File: config.mk
export PLATFORM = sky130hd
export DESIGN_NAME = cic_reconfig_ctrl
export DESIGN_NICKNAME = d
export VERILOG_FILES = /design/src/rtl/cic_ctrl_pkg.sv /design/src/rtl/cic_ctrl_timer.sv /design/src/rtl/cic_reconfig_ctrl.sv
export SDC_FILE = /design/constraint.sdc
export NUM_CORES = 1
export LEC_CHECK = 0
export ABC_AREA = 1
export CORE_MARGIN = 1
export CORE_UTILIZATION = 50
export CTS_CLUSTER_SIZE = 20
export DETAILED_ROUTE_END_ITERATION = 16
export PLACE_DENSITY_LB_ADDON = 0.1
export SYNTH_ARGS = -nofsm -noshare
export SYNTH_HDL_FRONTEND = slang
export SYNTH_SLANG_ARGS = --single-unit
File: constraint.sdc
create_clock -name clk -period 2.03 [get_ports clk]
set_input_delay 0.203 -clock clk [delete_from_list [all_inputs] [get_ports clk]]
set_output_delay 0.203 -clock clk [all_outputs]
set_load 0.02 [all_outputs]
File: src/rtl/cic_ctrl_pkg.sv
// -----------------------------------------------------------------------------
// cic_ctrl_pkg
// Shared types and constants for the CIC decimator reconfiguration sequencer.
//   ctrl_state_t   : sequencer states (IDLE, RUN, DRAIN, FLUSH, SETTLE)
//   decim_sel_t    : 3-bit decimation-ratio select, D = 2**sel
//   sel2d()        : converts a select into the 8-bit ratio D
//   MAX_SEL_DEF    : default highest legal select
//   SETTLE_OUT_DEF : default number of outputs discarded after a reload
//   CNT_W          : width of the shared sequencing counter
// -----------------------------------------------------------------------------
package cic_ctrl_pkg;

    localparam int MAX_SEL_DEF    = 4;
    localparam int SETTLE_OUT_DEF = 8;
    localparam int CNT_W          = 13;

    typedef logic [2:0] decim_sel_t;

    typedef enum logic [2:0] {
        ST_IDLE   = 3'd0,
        ST_RUN    = 3'd1,
        ST_DRAIN  = 3'd2,
        ST_FLUSH  = 3'd3,
        ST_SETTLE = 3'd4
    } ctrl_state_t;

    function automatic logic [7:0] sel2d(input decim_sel_t sel);
        return 8'd1 << sel;
    endfunction

endpackage

File: src/rtl/cic_ctrl_timer.sv
// -----------------------------------------------------------------------------
// cic_ctrl_timer
// Loadable down-counter that saturates at zero. One instance is shared by the
// DRAIN, FLUSH and SETTLE phases of the sequencer.
// Ports:
//   clk      in  system clock
//   rst      in  asynchronous, active-high reset (count -> 0)
//   load     in  load load_val this cycle (wins over dec)
//   load_val in  W-bit reload value
//   dec      in  decrement by one unless already zero
//   zero     out count is zero
// -----------------------------------------------------------------------------
module cic_ctrl_timer
    import cic_ctrl_pkg::*;
#(
    parameter int W = CNT_W
) (
    input  logic         clk,
    input  logic         rst,
    input  logic         load,
    input  logic [W-1:0] load_val,
    input  logic         dec,
    output logic         zero
);

    logic [W-1:0] count;

    // NOTE: clocked state is written with non-blocking assignments so every
    // flop samples the pre-edge value of its inputs, independent of block order.
    always_ff @(posedge clk or posedge rst) begin
        if (rst) begin
            count <= '0;
        end else if (load) begin
            count <= load_val;
        end else if (dec && (count != '0)) begin
            count <= count - 1'b1;
        end
    end

    assign zero = (count == '0);

endmodule

File: src/rtl/cic_reconfig_ctrl.sv
// -----------------------------------------------------------------------------
// cic_reconfig_ctrl
// Run-time sequencer for the CIC decimator + compensator stage. Ratio and
// compensator changes are applied glitch-free: drain the pipeline, flush it,
// reload the new settings, then discard outputs until the filter has settled.
//
// Optional feature macro: CIC_CTRL_TIMEOUT_EN
//   defined   : a watchdog ends SETTLE after TIMEOUT_CYC cycles with ack+err
//   undefined : SETTLE waits for SETTLE_OUT outputs indefinitely
//
// Ports:
//   clk, rst          clock, asynchronous active-high reset
//   cfg_req           request level, held until cfg_ack
//   cfg_enable        requested stage enable
//   cfg_comp_en       requested compensator enable
//   cfg_decim_sel     requested ratio select
//   cfg_ack, cfg_err  one-cycle completion / rejection pulses
//   busy              high in DRAIN, FLUSH and SETTLE
//   x_valid_i/o       upstream valid and its gated copy into the datapath
//   y_valid_i/o       datapath output valid and its masked copy downstream
//   dp_enable         datapath enable
//   dp_comp_enable    datapath compensator enable
//   dp_decim_sel      datapath ratio select
//   dp_flush          synchronous clear of datapath state
//   D_active          current ratio 2**dp_decim_sel
// -----------------------------------------------------------------------------
module cic_reconfig_ctrl
    import cic_ctrl_pkg::*;
#(
    parameter int MAX_SEL    = MAX_SEL_DEF,
    parameter int DRAIN_CYC  = 32,
    parameter int FLUSH_CYC  = 4,
    parameter int SETTLE_OUT = SETTLE_OUT_DEF
`ifdef CIC_CTRL_TIMEOUT_EN
    ,
    parameter int TIMEOUT_CYC = 4096
`endif
) (
    input  logic       clk,
    input  logic       rst,
    input  logic       cfg_req,
    input  logic       cfg_enable,
    input  logic       cfg_comp_en,
    input  logic [2:0] cfg_decim_sel,
    output logic       cfg_ack,
    output logic       cfg_err,
    output logic       busy,
    input  logic       x_valid_i,
    output logic       x_valid_o,
    input  logic       y_valid_i,
    output logic       y_valid_o,
    output logic       dp_enable,
    output logic       dp_comp_enable,
    output logic [2:0] dp_decim_sel,
    output logic       dp_flush,
    output logic [7:0] D_active
);

    localparam logic [2:0] S_IDLE   = ST_IDLE;
    localparam logic [2:0] S_RUN    = ST_RUN;
    localparam logic [2:0] S_DRAIN  = ST_DRAIN;
    localparam logic [2:0] S_FLUSH  = ST_FLUSH;
    localparam logic [2:0] S_SETTLE = ST_SETTLE;

    localparam decim_sel_t       MAX_SEL_V = decim_sel_t'(MAX_SEL);
    // Reload values are "cycles - 1" so a phase lasts exactly N cycles:
    // the exit is taken in the cycle where the counter reads zero.
    localparam logic [CNT_W-1:0] DRAIN_LD  = CNT_W'(DRAIN_CYC - 1);
    localparam logic [CNT_W-1:0] FLUSH_LD  = CNT_W'(FLUSH_CYC - 1);
    localparam logic [CNT_W-1:0] SETTLE_LD = CNT_W'(SETTLE_OUT - 1);

    logic [2:0]       st, nxt;
    logic             armed;
    logic             en_q, comp_q;
    decim_sel_t       sel_q;
    logic             ack_q, err_q;
    logic             accept, illegal, enter_flush;
    logic             fin_ack, fin_err;
    logic             tmr_load, tmr_dec, tmr_zero;
    logic [CNT_W-1:0] tmr_ld_val;
    logic             wd_zero;

    // A request is taken once per cfg_req high period, and only when the
    // datapath is not in the middle of a reconfiguration.
    assign accept      = cfg_req && armed && ((st == S_IDLE) || (st == S_RUN));
    assign illegal     = (cfg_decim_sel > MAX_SEL_V);
    assign enter_flush = (nxt == S_FLUSH) && (st != S_FLUSH);

    // NOTE: every signal assigned in this block gets a default first, so no
    // path leaves a value unassigned and no latch is inferred.
    always_comb begin
        nxt     = st;
        fin_ack = 1'b0;
        fin_err = 1'b0;
        case (st)
            S_IDLE:   if (accept && !illegal) nxt = S_FLUSH;
            S_RUN:    if (accept && !illegal) nxt = S_DRAIN;
            S_DRAIN:  if (tmr_zero) nxt = S_FLUSH;
            S_FLUSH: begin
                if (tmr_zero) begin
                    if (en_q) begin
                        nxt = S_SETTLE;
                    end else begin
                        nxt     = S_IDLE;
                        fin_ack = 1'b1;
                    end
                end
            end
            S_SETTLE: begin
                // Counter reaching zero means SETTLE_OUT-1 outputs were
                // already discarded; this pulse is the last one.
                if (y_valid_i && tmr_zero) begin
                    nxt     = S_RUN;
                    fin_ack = 1'b1;
                end else if (wd_zero) begin
                    nxt     = S_RUN;
                    fin_ack = 1'b1;
                    fin_err = 1'b1;
                end
            end
            default:  nxt = S_IDLE;
        endcase
    end

    // Shared phase counter: reloaded on every state entry.
    always_comb begin
        tmr_ld_val = '0;
        case (nxt)
            S_DRAIN:  tmr_ld_val = DRAIN_LD;
            S_FLUSH:  tmr_ld_val = FLUSH_LD;
            S_SETTLE: tmr_ld_val = SETTLE_LD;
            default:  tmr_ld_val = '0;
        endcase
    end

    assign tmr_load = (nxt != st);
    assign tmr_dec  = (st == S_DRAIN) || (st == S_FLUSH) || ((st == S_SETTLE) && y_valid_i);

    cic_ctrl_timer #(.W(CNT_W)) u_timer (
        .clk      (clk),
        .rst      (rst),
        .load     (tmr_load),
        .load_val (tmr_ld_val),
        .dec      (tmr_dec),
        .zero     (tmr_zero)
    );

`ifdef CIC_CTRL_TIMEOUT_EN
    // SETTLE watchdog: counts every cycle spent in SETTLE.
    cic_ctrl_timer #(.W(CNT_W)) u_watchdog (
        .clk      (clk),
        .rst      (rst),
        .load     ((nxt == S_SETTLE) && (st != S_SETTLE)),
        .load_val (CNT_W'(TIMEOUT_CYC - 1)),
        .dec      (st == S_SETTLE),
        .zero     (wd_zero)
    );
`else
    assign wd_zero = 1'b0;
`endif

    // NOTE: only control registers are reset here; there is no storage array,
    // so every flop returns to a defined value on rst.
    always_ff @(posedge clk or posedge rst) begin
        if (rst) begin
            st     <= S_IDLE;
            armed  <= 1'b1;
            en_q   <= 1'b0;
            comp_q <= 1'b0;
            sel_q  <= '0;
            ack_q  <= 1'b0;
            err_q  <= 1'b0;
        end else begin
            st    <= nxt;
            ack_q <= fin_ack | (accept & illegal);
            err_q <= fin_err | (accept & illegal);
            if (accept) begin
                armed <= 1'b0;
            end else if (!cfg_req) begin
                armed <= 1'b1;
            end
            // New settings reach the datapath only while it is disabled.
            if (enter_flush) begin
                en_q   <= cfg_enable;
                comp_q <= cfg_comp_en;
                sel_q  <= cfg_decim_sel;
            end
        end
    end

    assign cfg_ack        = ack_q;
    assign cfg_err        = err_q;
    assign busy           = (st == S_DRAIN) || (st == S_FLUSH) || (st == S_SETTLE);
    assign dp_enable      = (st == S_RUN) || (st == S_DRAIN) || (st == S_SETTLE);
    assign dp_flush       = (st == S_FLUSH);
    assign dp_comp_enable = comp_q;
    assign dp_decim_sel   = sel_q;
    assign D_active       = sel2d(sel_q);
    assign x_valid_o      = x_valid_i && ((st == S_RUN) || (st == S_SETTLE));
    assign y_valid_o      = y_valid_i && (st == S_RUN);

endmodule

==> flow_summary_export.csv, run 1 <==
group,metric,value,unit
cells_and_area,final_area,1897,um2
hold_path,hp-class,"input pin to async pin",
place,io_buffers,28,
clock_network,clock_sinks,24,
clock_network,cts_tree,"built",
timing,fin_crit,1.958,ns
floorplanning,core_region_area,2590,um2
drt,routed_wirelength,3327,um
drt,first_iter_violations,37,
drt,drt_first_pass_iters,4,
floorplanning,fp.dieH,55.34,um
logic_synthesis,syn_inst,193,
power_and_ir_drop,power_frac_clock,0.101,
timing,fmax,510.8,MHz
setup_path,cp_slowest_cell,"clkdlybuf4s50_1",
drt,avgRoutedWirePerCell,12.65,um
run,maxCapViolCount,0,
setup_path,path_max_fanout,6,
cells_and_area,drive_above_1_share,0.1545,
power_and_ir_drop,total_power,3528,uW
timing,drv_slew,0,
setup_path,crit_path_cell_trace,"inv_1, nor3_1, clkdlybuf4s50_1",
cells_and_area,area_growth,33.33,%
logic_synthesis,syn_area_per_cell,7.371,um2
setup_path,reg2regPathDepth,14,
timing,period_share,0.9644,
drt,drc,0,
power_and_ir_drop,p_comb_frac,0.660,
clock_network,cts-root-buf,"clkbuf_4",
power_and_ir_drop,leakage,0.0009918,uW
clock_network,cts-htree-levels,1,
timing,finClkSkew,0.01419,ns
logic_synthesis,synth-async-reset-ratio,1.000,
timing,fin_ws,0.07229,ns
global_route,grt_pass1_vias,1276,
setup_path,critical-path-top-delay-family,"buffers and inverters",
cells_and_area,fin_util,0.7324,
global_route,grt_use_total,0.2221,
place,dpl-instance-area,1782,um2
setup_path,crit_buf_inv,2,
power_and_ir_drop,power.density,1860,nW/um2
timing,hold_viol,0,
power_and_ir_drop,power.share.sequential,0.239,
floorplanning,die_w,55.34,um
logic_synthesis,synth-seq-area-share,0.4230,
cells_and_area,layout_commonest_cell,"nand2_1",
logic_synthesis,synth_seq_cells,24,
floorplanning,num_rows,18,
setup_path,startpoint_type,"flop",
timing,rsz0062_at_grt,"yes",
cells_and_area,fillCellCount,222,
cells_and_area,insertedDiodeCount,0,
global_route,gr-total-overflow,0,
clock_network,insertion_delay,0.33,ns
logic_synthesis,synth_area,1423,um2
drt,dr_total_vias,1368,
logic_synthesis,netlist.area_leader.share,0.4046,
outcome,status,"finished, final reports clean",
global_route,antenna_found_initial,0,
logic_synthesis,ys_top_cells_by_area,"dfrtp_1 40%, nand2_1 13%, nor2_1 6.9%",
place,post-dp-hpwl,2479,um
logic_synthesis,yosys_warnings,0,
timing,report.final.setup_viol,0,
logic_synthesis,yosysUniqueCellTypes,26,
logic_synthesis,synth_flop_cell,"dfrtp_1",
clock_network,ctsHoldBuffers,0,
clock_network,cts.path.max_buffers,2,
timing,worst_pin_slew,0.4415,ns
setup_path,path_depth,3,
setup_path,cp-end-kind,"output port",
cells_and_area,fin_nets,245,
logic_synthesis,synth.largest_area_cell,"dfrtp_1",
setup_path,crit_required,1.83,ns
floorplanning,start_util,0.5493,
timing,slew_headroom,0.7043,
logic_synthesis,synth_edf_count,0,
drt,vias_per_cell,5.202,
global_route,grt_pass1_wl,5478,um
setup_path,crit_arrival,1.75,ns
logic_synthesis,syn-num-nets,204,
cells_and_area,final_cell_mix,"47 x nand2_1, 26 x nor2_1, 22 x dfrtp_1",
power_and_ir_drop,ir_worst_vdd,1109,uV
power_and_ir_drop,power.net_switching,1734,uW
power_and_ir_drop,switching_share,0.4915,
place,post-place-ws,0.06033,ns
clock_network,cts_made_buffers,3,
clock_network,clk_pin_slew,0.15,ns
global_route,grt_max_degree,25,
floorplanning,ios,29,
setup_path,max_stage_delay,0.66,ns
setup_path,critPathKind,"flop to output port",
floorplanning,dieArea,3063,um2
power_and_ir_drop,internal_power,1794,uW
place,finalWeightedCongestion,0.8362,
drt,ant_nets,0,
-- flip-flops by register name (all words and copies together), names as in the netlist --
signal / flops
u_timer.count: 13
dp_decim_sel: 3
st: 3
armed: 1
cfg_ack: 1
cfg_err: 1
dp_comp_enable: 1
en_q: 1
-- worst paths after layout --
path | end | slack, ns | from
setup / recovery | D_active[1] | 0.07 | dp_decim_sel[0]
min in group clk | armed | 0.40 | cfg_req
max in group asynchronous | armed | 1.52 | rst
hold / removal | u_timer.count[8] | 0.20 | rst
hold reg to reg | armed | 0.49 | armed
setup reg to reg | dp_decim_sel[1] | 0.08 | u_timer.count[0]
-- synth_stat cells (all sizes together) (2+ instances only) --
library cell / number
inv: 24
dfrtp: 23
nand2: 54
o21ai: 13
nor2: 30
a21oi: 2
xnor2: 4
nand3: 16
xor2: 5
nor3: 13
-- metal layers --
| metal | routed length [um] | up-vias | GRT usage | share of wire |
|---|---|---|---|---|
| li1 | - | 695 | - | - |
| met1 | 1470 | 627 | 0.2818 | 0.44 |
| met2 | 1697 | 40 | 0.3873 | 0.51 |
| met3 | 115 | 6 | 0.02342 | 0.035 |
| met4 | 44 | 0 | 0.08571 | 0.013 |
| met5 | 0 | - | 0 | 0 |
-- power by group through the flow --
stage | Combinational, uW | Clock [uW] | Sequential (uW)
floorplan | 1460 | 0 | 871
global placement | 2100 | 0 | 836
detailed placement | 2170 | 0 | 844
CTS | 2170 | 366 | 834
global route | 2560 | 380 | 866
finish | 2330 | 358 | 843
-- through the flow --
| step | cells | TNS (ns) | hold WS [ns] |
|---|---|---|---|
| 6_report | 263 | 0 | 0.1981 |
| 3_3_place_gp | 257 | 0 | 0.4715 |
| 5_1_grt | 263 | -0.3307 | 0.2409 |
| 4_1_cts | 261 | 0 | 0.2128 |
| 3_5_place_dp | 257 | 0 | 0.4775 |
| 2_1_floorplan | 193 | 0 | 0.2169 |
-- tightest hold or removal path, cell delays in order --
cell and delay (ns):
clkdlybuf4s50_1 0.40, inv_1 0.05, buf_4 0.30
-- layout make-up --
class	instances	area, um2	share of cell area
inverter	24	90.09	0.04749
tap	30	37.54	0.01979
sequential	24	603.1	0.3179
timing repair buffer	37	374.1	0.1972
multi-input combinational	144	739.5	0.3898
clock inverter	1	30.03	0.01583
clock buffer	3	22.52	0.01187
-- logic make-up (layout without fill, tap and decap cells) --
group	Yosys count	in the layout	synth area share
simple gates	116	116	0.3703
buf+inv	25	65	0.07124
flops	24	24	0.4230
compound gates	18	18	0.07125
xor+xnor	9	9	0.05541
fa+ha+maj	1	1	0.008794
-- repair_timing --
| item | 4_1_cts | 5_1_grt |
|---|---|---|
| buffers inserted | 0 | 2 |
| gates resized for setup | 2 | 14 |
| pin swaps | 0 | 2 |
| setup endpoints to repair | 2 | 23 |
Note: power is estimated with default switching activity, not from simulation.
==> inputs of run 2 (changes only) <==
SETUP_SLACK_MARGIN = 0.2   (was default)
==> run 2 against run 1 <==
- the flow now finishes with violations (negative setup slack)
- first-iteration DRC count grew to 2.5 times the previous value
- sequential share of layout area is 3.7 points lower
- cell count is 7.2% higher
- sequential power is 0.6% higher
- critical endpoint is now en_q
- largest cell class unchanged
==> flow_summary_export.csv, run 2 (synthesis results as in run 1) <==
group,metric,value,unit
outcome,status,"complete, but fails checks",
outcome,violations,"negative setup slack",
setup_path,max_stage_delay,0.46,ns
cells_and_area,area_growth,51.89,%
place,post-place-cells,257,
global_route,gr-total-overflow,0,
power_and_ir_drop,ir_worst_vdd,1502,uV
timing,rsz0062_at_grt,"yes",
run,maxCapViolCount,0,
clock_network,insertion_delay,0.34,ns
timing,period_share,1.013,
cells_and_area,final_cell_mix,"41 x nand2_1, 22 x buf_4, 21 x nor2_1",
clock_network,cts-htree-levels,1,
floorplanning,num_rows,18,
setup_path,rrSetupSlack,-0.03,ns
cells_and_area,largest_reg_flops,13,
timing,fin_crit,2.057,ns
timing,hold_viol,0,
floorplanning,fp.dieH,55.34,um
place,io_buffers,28,
drt,first_iter_violations,94,
floorplanning,core_region_area,2590,um2
clock_network,clk_pin_slew,0.15,ns
setup_path,reg2regPathDepth,13,
timing,fin_ws,-0.02721,ns
cells_and_area,insertedDiodeCount,0,
global_route,grt_max_degree,25,
timing,slew_headroom,0.7221,
setup_path,crit_required,2.31,ns
floorplanning,die_w,55.34,um
global_route,grt_pass1_wl,6368,um
clock_network,ctsHoldBuffers,0,
timing,report.final.setup_viol,2,
clock_network,clock_sinks,24,
setup_path,reg2reg_to,"en_q",
timing,holdWs,0.1891,ns
cells_and_area,largest_register,"u_timer.count",
global_route,grt_pass1_vias,1433,
place,post-dp-hpwl,2479,um
clock_network,cts-root-buf,"clkbuf_4",
setup_path,critPathKind,"flop to flop",
floorplanning,ios,29,
setup_path,path_max_fanout,5,
timing,finClkSkew,0.003394,ns
drt,avgRoutedWirePerCell,16.62,um
global_route,antenna_found_initial,0,
setup_path,startpoint_type,"flop",
cells_and_area,fin_nets,264,
setup_path,cp-end-kind,"flop",
clock_network,cts_tree,"built",
power_and_ir_drop,leakage,0.001084,uW
drt,ant_nets,0,
drt,drc,0,
drt,drt_first_pass_iters,4,
global_route,grt_use_total,0.2621,
cells_and_area,drive_above_1_share,0.3135,
setup_path,cp_slowest_cell,"dfrtp_1",
cells_and_area,fillCellCount,144,
floorplanning,dieArea,3063,um2
drt,dr_total_vias,1587,
cells_and_area,finalNonFillerCells,282,
hold_path,hp-class,"input pin to async pin",
setup_path,crit_path_cell_trace,"nor2_2, nand3_1, nor2_1, nand3_2, nand2_2, inv_2, nand2_4, inv_4, nor3_4, buf_6, buf_16, nand2_1, o21ai_1",
drt,routed_wirelength,4686,um
timing,fmax,486.1,MHz
place,post-place-ws,0.06033,ns
place,finalWeightedCongestion,0.8362,
setup_path,crit_arrival,2.33,ns
cells_and_area,layout_commonest_cell,"nand2_1",
timing,tns,-0.04040,ns
drt,vias_per_cell,5.628,
timing,worst_pin_slew,0.4155,ns
power_and_ir_drop,power.density,2036,nW/um2
floorplanning,start_util,0.5493,
setup_path,regToRegStartpoint,"u_timer.count[5]",
timing,drv_slew,0,
clock_network,cts.path.max_buffers,2,
clock_network,cts_made_buffers,3,
run 2: worst max path at each step:
stage,startpoint,endpoint,slack [ns],cells past startpoint
3_5_place_dp,cfg_decim_sel[0],dp_decim_sel[1],0.06,11
6_report,u_timer.count[5],en_q,-0.03,13
5_1_grt,u_timer.count[5],en_q,-0.07,13
4_1_cts,u_timer.count[1],dp_decim_sel[1],0.20,14
3_3_place_gp,cfg_decim_sel[0],u_timer.count[9],0.1,11
2_1_floorplan,u_timer.count[0],u_timer.count[2],0.26,16
run 2: final cells by class:
cell class,instances,area (um2),area share
Sequential cell,24,606.8,0.2808
Clock buffer,3,22.52,0.01042
Tap cell,30,37.54,0.01737
Inverter,24,92.59,0.04285
Multi-Input combinational cell,144,857.1,0.3966
Timing Repair Buffer,56,514.2,0.2380
Clock inverter,1,30.03,0.01390
run 2: critical path: cells and delay by family (launching register included):
kind,cells,cell delay [ns]
flops,1,0.46
buf+inv,4,0.35
simple gates,8,1.10
compound gates,1,0.08
run 2: stage by stage:
stage | util | power [uW] | area, um2
after floorplan | - | 2330 | 1423
after global placement | 0.6879 | 2937 | 1782
after detailed placement | 0.6879 | 3018 | 1782
after CTS | 0.7783 | 3776 | 2016
after global routing | 0.8343 | 4645 | 2161
final | 0.8343 | 4400 | 2161
run 2: where the power goes:
part	internal [uW]	total, uW	switching, uW
Combinational	1300	3180	1880
Clock	200	371	171
Sequential	671	848	177
run 2: routing by layer:
metal,up-vias,global-route usage,share of wire
met5,-,0,0
met2,91,0.4836,0.51
met4,0,0.08929,0.045
li1,734,-,-
met3,23,0.04684,0.066
met1,739,0.3020,0.38
run 2: repair_timing:
action	in CTS	in global routing
resized for setup	34	39
cloned	1	0
pin swaps	6	10
setup buffers	12	8
endpoints found under the setup margin	31	21
==> inputs of run 3 (changes only) <==
CORE_UTILIZATION = 57   (was 50)
SYNTH_HIERARCHICAL = 1   (was default)
clock period = 2.44 ns   (was 2.03 ns; I/O delays follow)
==> run 3 against run 2 <==
- die area is 4.8% higher
- combinational power shrank 36%
- synthesized cell count rose by 23%
- the flow now finishes without violations
- largest power group unchanged
- largest cell class unchanged
==> flow_summary_export.csv, run 3 <==
group,metric,value,unit
outcome,status,"finished, final reports clean",
timing,fin_crit,2.327,ns
floorplanning,ios,29,
place,post-place-cells,303,
setup_path,startpoint_type,"flop",
setup_path,crit_path_start,"u_timer/count[1]",
global_route,grt_pass1_wl,6789,um
floorplanning,fp.dieH,56.64,um
cells_and_area,fin_nets,302,
run,maxCapViolCount,0,
logic_synthesis,synth.largest_area_cell,"dfrtp_1",
cells_and_area,insertedDiodeCount,0,
timing,period_share,0.9536,
drt,routed_wirelength,4872,um
timing,worst_pin_slew,0.5128,ns
clock_network,cts-htree-levels,1,
logic_synthesis,synth_area,1702,um2
cells_and_area,largest_register,"u_timer/count",
logic_synthesis,yosys_warnings,6,
timing,hold_viol,0,
logic_synthesis,synth_edf_count,0,
cells_and_area,drive_above_1_share,0.2388,
setup_path,cp-end-kind,"flop",
cells_and_area,layout_commonest_cell,"nand2_1",
drt,first_iter_violations,172,
timing,holdWs,0.2471,ns
drt,avgRoutedWirePerCell,15.23,um
setup_path,path_max_fanout,7,
place,finalWeightedCongestion,0.9040,
cells_and_area,area_growth,35.81,%
logic_synthesis,ys_top_cells_by_area,"dfrtp_1 34%, nand2_1 14%, nand3_1 11%",
clock_network,cts-root-buf,"clkbuf_4",
logic_synthesis,synth-async-reset-ratio,1.000,
drt,ant_nets,0,
clock_network,clock_sinks,24,
power_and_ir_drop,ir_worst_vdd,1141,uV
global_route,grt_use_total,0.2682,
floorplanning,dieArea,3208,um2
logic_synthesis,synth-seq-area-share,0.3537,
logic_synthesis,syn_inst,238,
clock_network,ctsHoldBuffers,0,
timing,finClkSkew,0.002727,ns
drt,vias_per_cell,5.803,
logic_synthesis,netlist.area_leader.share,0.3382,
place,io_buffers,28,
cells_and_area,final_cell_mix,"62 x nand2_1, 32 x nand3_1, 26 x clkdlybuf4s50_1",
clock_network,clk_pin_slew,0.13,ns
setup_path,crit_required,2.69,ns
cells_and_area,finalNonFillerCells,320,
setup_path,reg2regPathDepth,15,
setup_path,reg2reg_to,"u_timer/count[7]",
power_and_ir_drop,leakage,0.001125,uW
clock_network,cts.path.max_buffers,2,
setup_path,critPathKind,"flop to flop",
global_route,grt_pass1_vias,1538,
logic_synthesis,synth_most_common_cell,"nand2_1",
floorplanning,die_w,56.64,um
drt,drt_first_pass_iters,5,
floorplanning,core_region_area,2781,um2
logic_synthesis,synth_flop_cell,"dfrtp_1",
setup_path,rrSetupSlack,0.11,ns
setup_path,crit_arrival,2.57,ns
logic_synthesis,syn_area_per_cell,7.150,um2
clock_network,cts_made_buffers,3,
floorplanning,num_rows,19,
clock_network,cts_tree,"built",
global_route,antenna_found_initial,0,
power_and_ir_drop,power.density,1325,nW/um2
place,post-dp-hpwl,3015,um
timing,fmax,429.8,MHz
timing,report.final.setup_viol,0,
timing,slew_headroom,0.6578,
timing,rsz0062_at_grt,"yes",
drt,drc,0,
global_route,grt_max_degree,19,
drt,dr_total_vias,1857,
global_route,gr-total-overflow,0,
floorplanning,start_util,0.6118,
logic_synthesis,yosysUniqueCellTypes,32,
logic_synthesis,synth_seq_cells,24,
cells_and_area,largest_reg_flops,13,
setup_path,regToRegStartpoint,"u_timer/count[1]",
timing,tns,0,ns
timing,drv_slew,0,
logic_synthesis,synth_commonest_cells,"65 x nand2_1, 36 x nand3_1, 23 x dfrtp_1",
hold_path,hp-class,"input pin to async pin",
clock_network,insertion_delay,0.31,ns
-- run 3: changes by cell type after synthesis, moves of 3 or more --
| cell | change |
|---|---|
| nand3_1 | +21 |
| nand2_1 | +17 |
| o21ai_1 | +3 |
| o21ai_0 | -4 |
| nor2_4 | +3 |
| xnor2_1 | -4 |
| nand2_4 | +4 |
| nor2_1 | -5 |
-- run 3: final cells by class --
cell class / count / area [um2]
Timing Repair Buffer: 43 / 422.9
Clock buffer: 4 / 36.28
Inverter: 26 / 110.1
Tap cell: 31 / 38.79
Sequential cell: 24 / 604.3
Multi-Input combinational cell: 192 / 1099
Fill cell: 173 / 470.5
-- run 3: logic make-up after synthesis --
| logic type | synth area share |
|---|---|
| adder cells (fa/ha/maj) | 0.01470 |
| other | 0.002204 |
| flip-flops | 0.3537 |
| AND/OR/NAND/NOR | 0.4522 |
| buffers and inverters | 0.06838 |
| AO/OA/AOI/OAI | 0.08309 |
| XOR/XNOR | 0.02573 |
-- run 3: power breakdown --
| group | switching, uW | internal [uW] |
|---|---|---|
| clock | 118 | 91.0 |
| sequential | 225 | 584 |
| combinational | 1200 | 840 |
-- run 3: worst max path at each step --
stage / end / depth (start not counted)
floorplan: u_timer/count[4] / 13
global placement: u_timer/count[8] / 14
detailed placement: u_timer/count[8] / 14
CTS: u_timer/count[2] / 15
global route: u_timer/count[7] / 15
finish: u_timer/count[7] / 15
-- run 3: worst max-delay path, stage by stage, from the launching register on --
cell and delay, ns:
dfrtp_1 0.43, inv_2 0.09, ha_2 0.20, nand3_2 0.09
nor3_4 0.18, nand2_1 0.10, inv_2 0.07, nand3_2 0.08
inv_2 0.10, nor2_4 0.04, nand4_1 0.11, nand3_4 0.15
buf_8 0.18, nor2_4 0.21, nand2_1 0.11, nand3_1 0.11
-- run 3: repair_timing --
| action | 4_1_cts | 5_1_grt |
|---|---|---|
| cloned | 0 | 1 |
| pin swaps | 2 | 9 |
| setup buffers | 0 | 12 |
| gates resized for setup | 5 | 34 |
| setup endpoints to repair | 13 | 14 |
-- run 3: metal layers --
| layer | global-route usage | routed length (um) |
|---|---|---|
| met1 | 0.3964 | 1908 |
| met2 | 0.4084 | 2387 |
| met3 | 0.02995 | 467 |
| met4 | 0.09059 | 108 |
| met5 | 0 | 0 |
-- run 3: through the flow --
step           area [um2]  utilization  total power, uW  worst slack [ns]
2_1_floorplan        1734            -             1886            0.2197
3_3_place_gp         2048       0.7364             2324            0.2524
3_5_place_dp         2048       0.7364             2369            0.1410
4_1_cts              2092       0.7521             2597            0.1963
5_1_grt              2311       0.8309             3263           0.04209
6_report             2311       0.8309             3061            0.1132
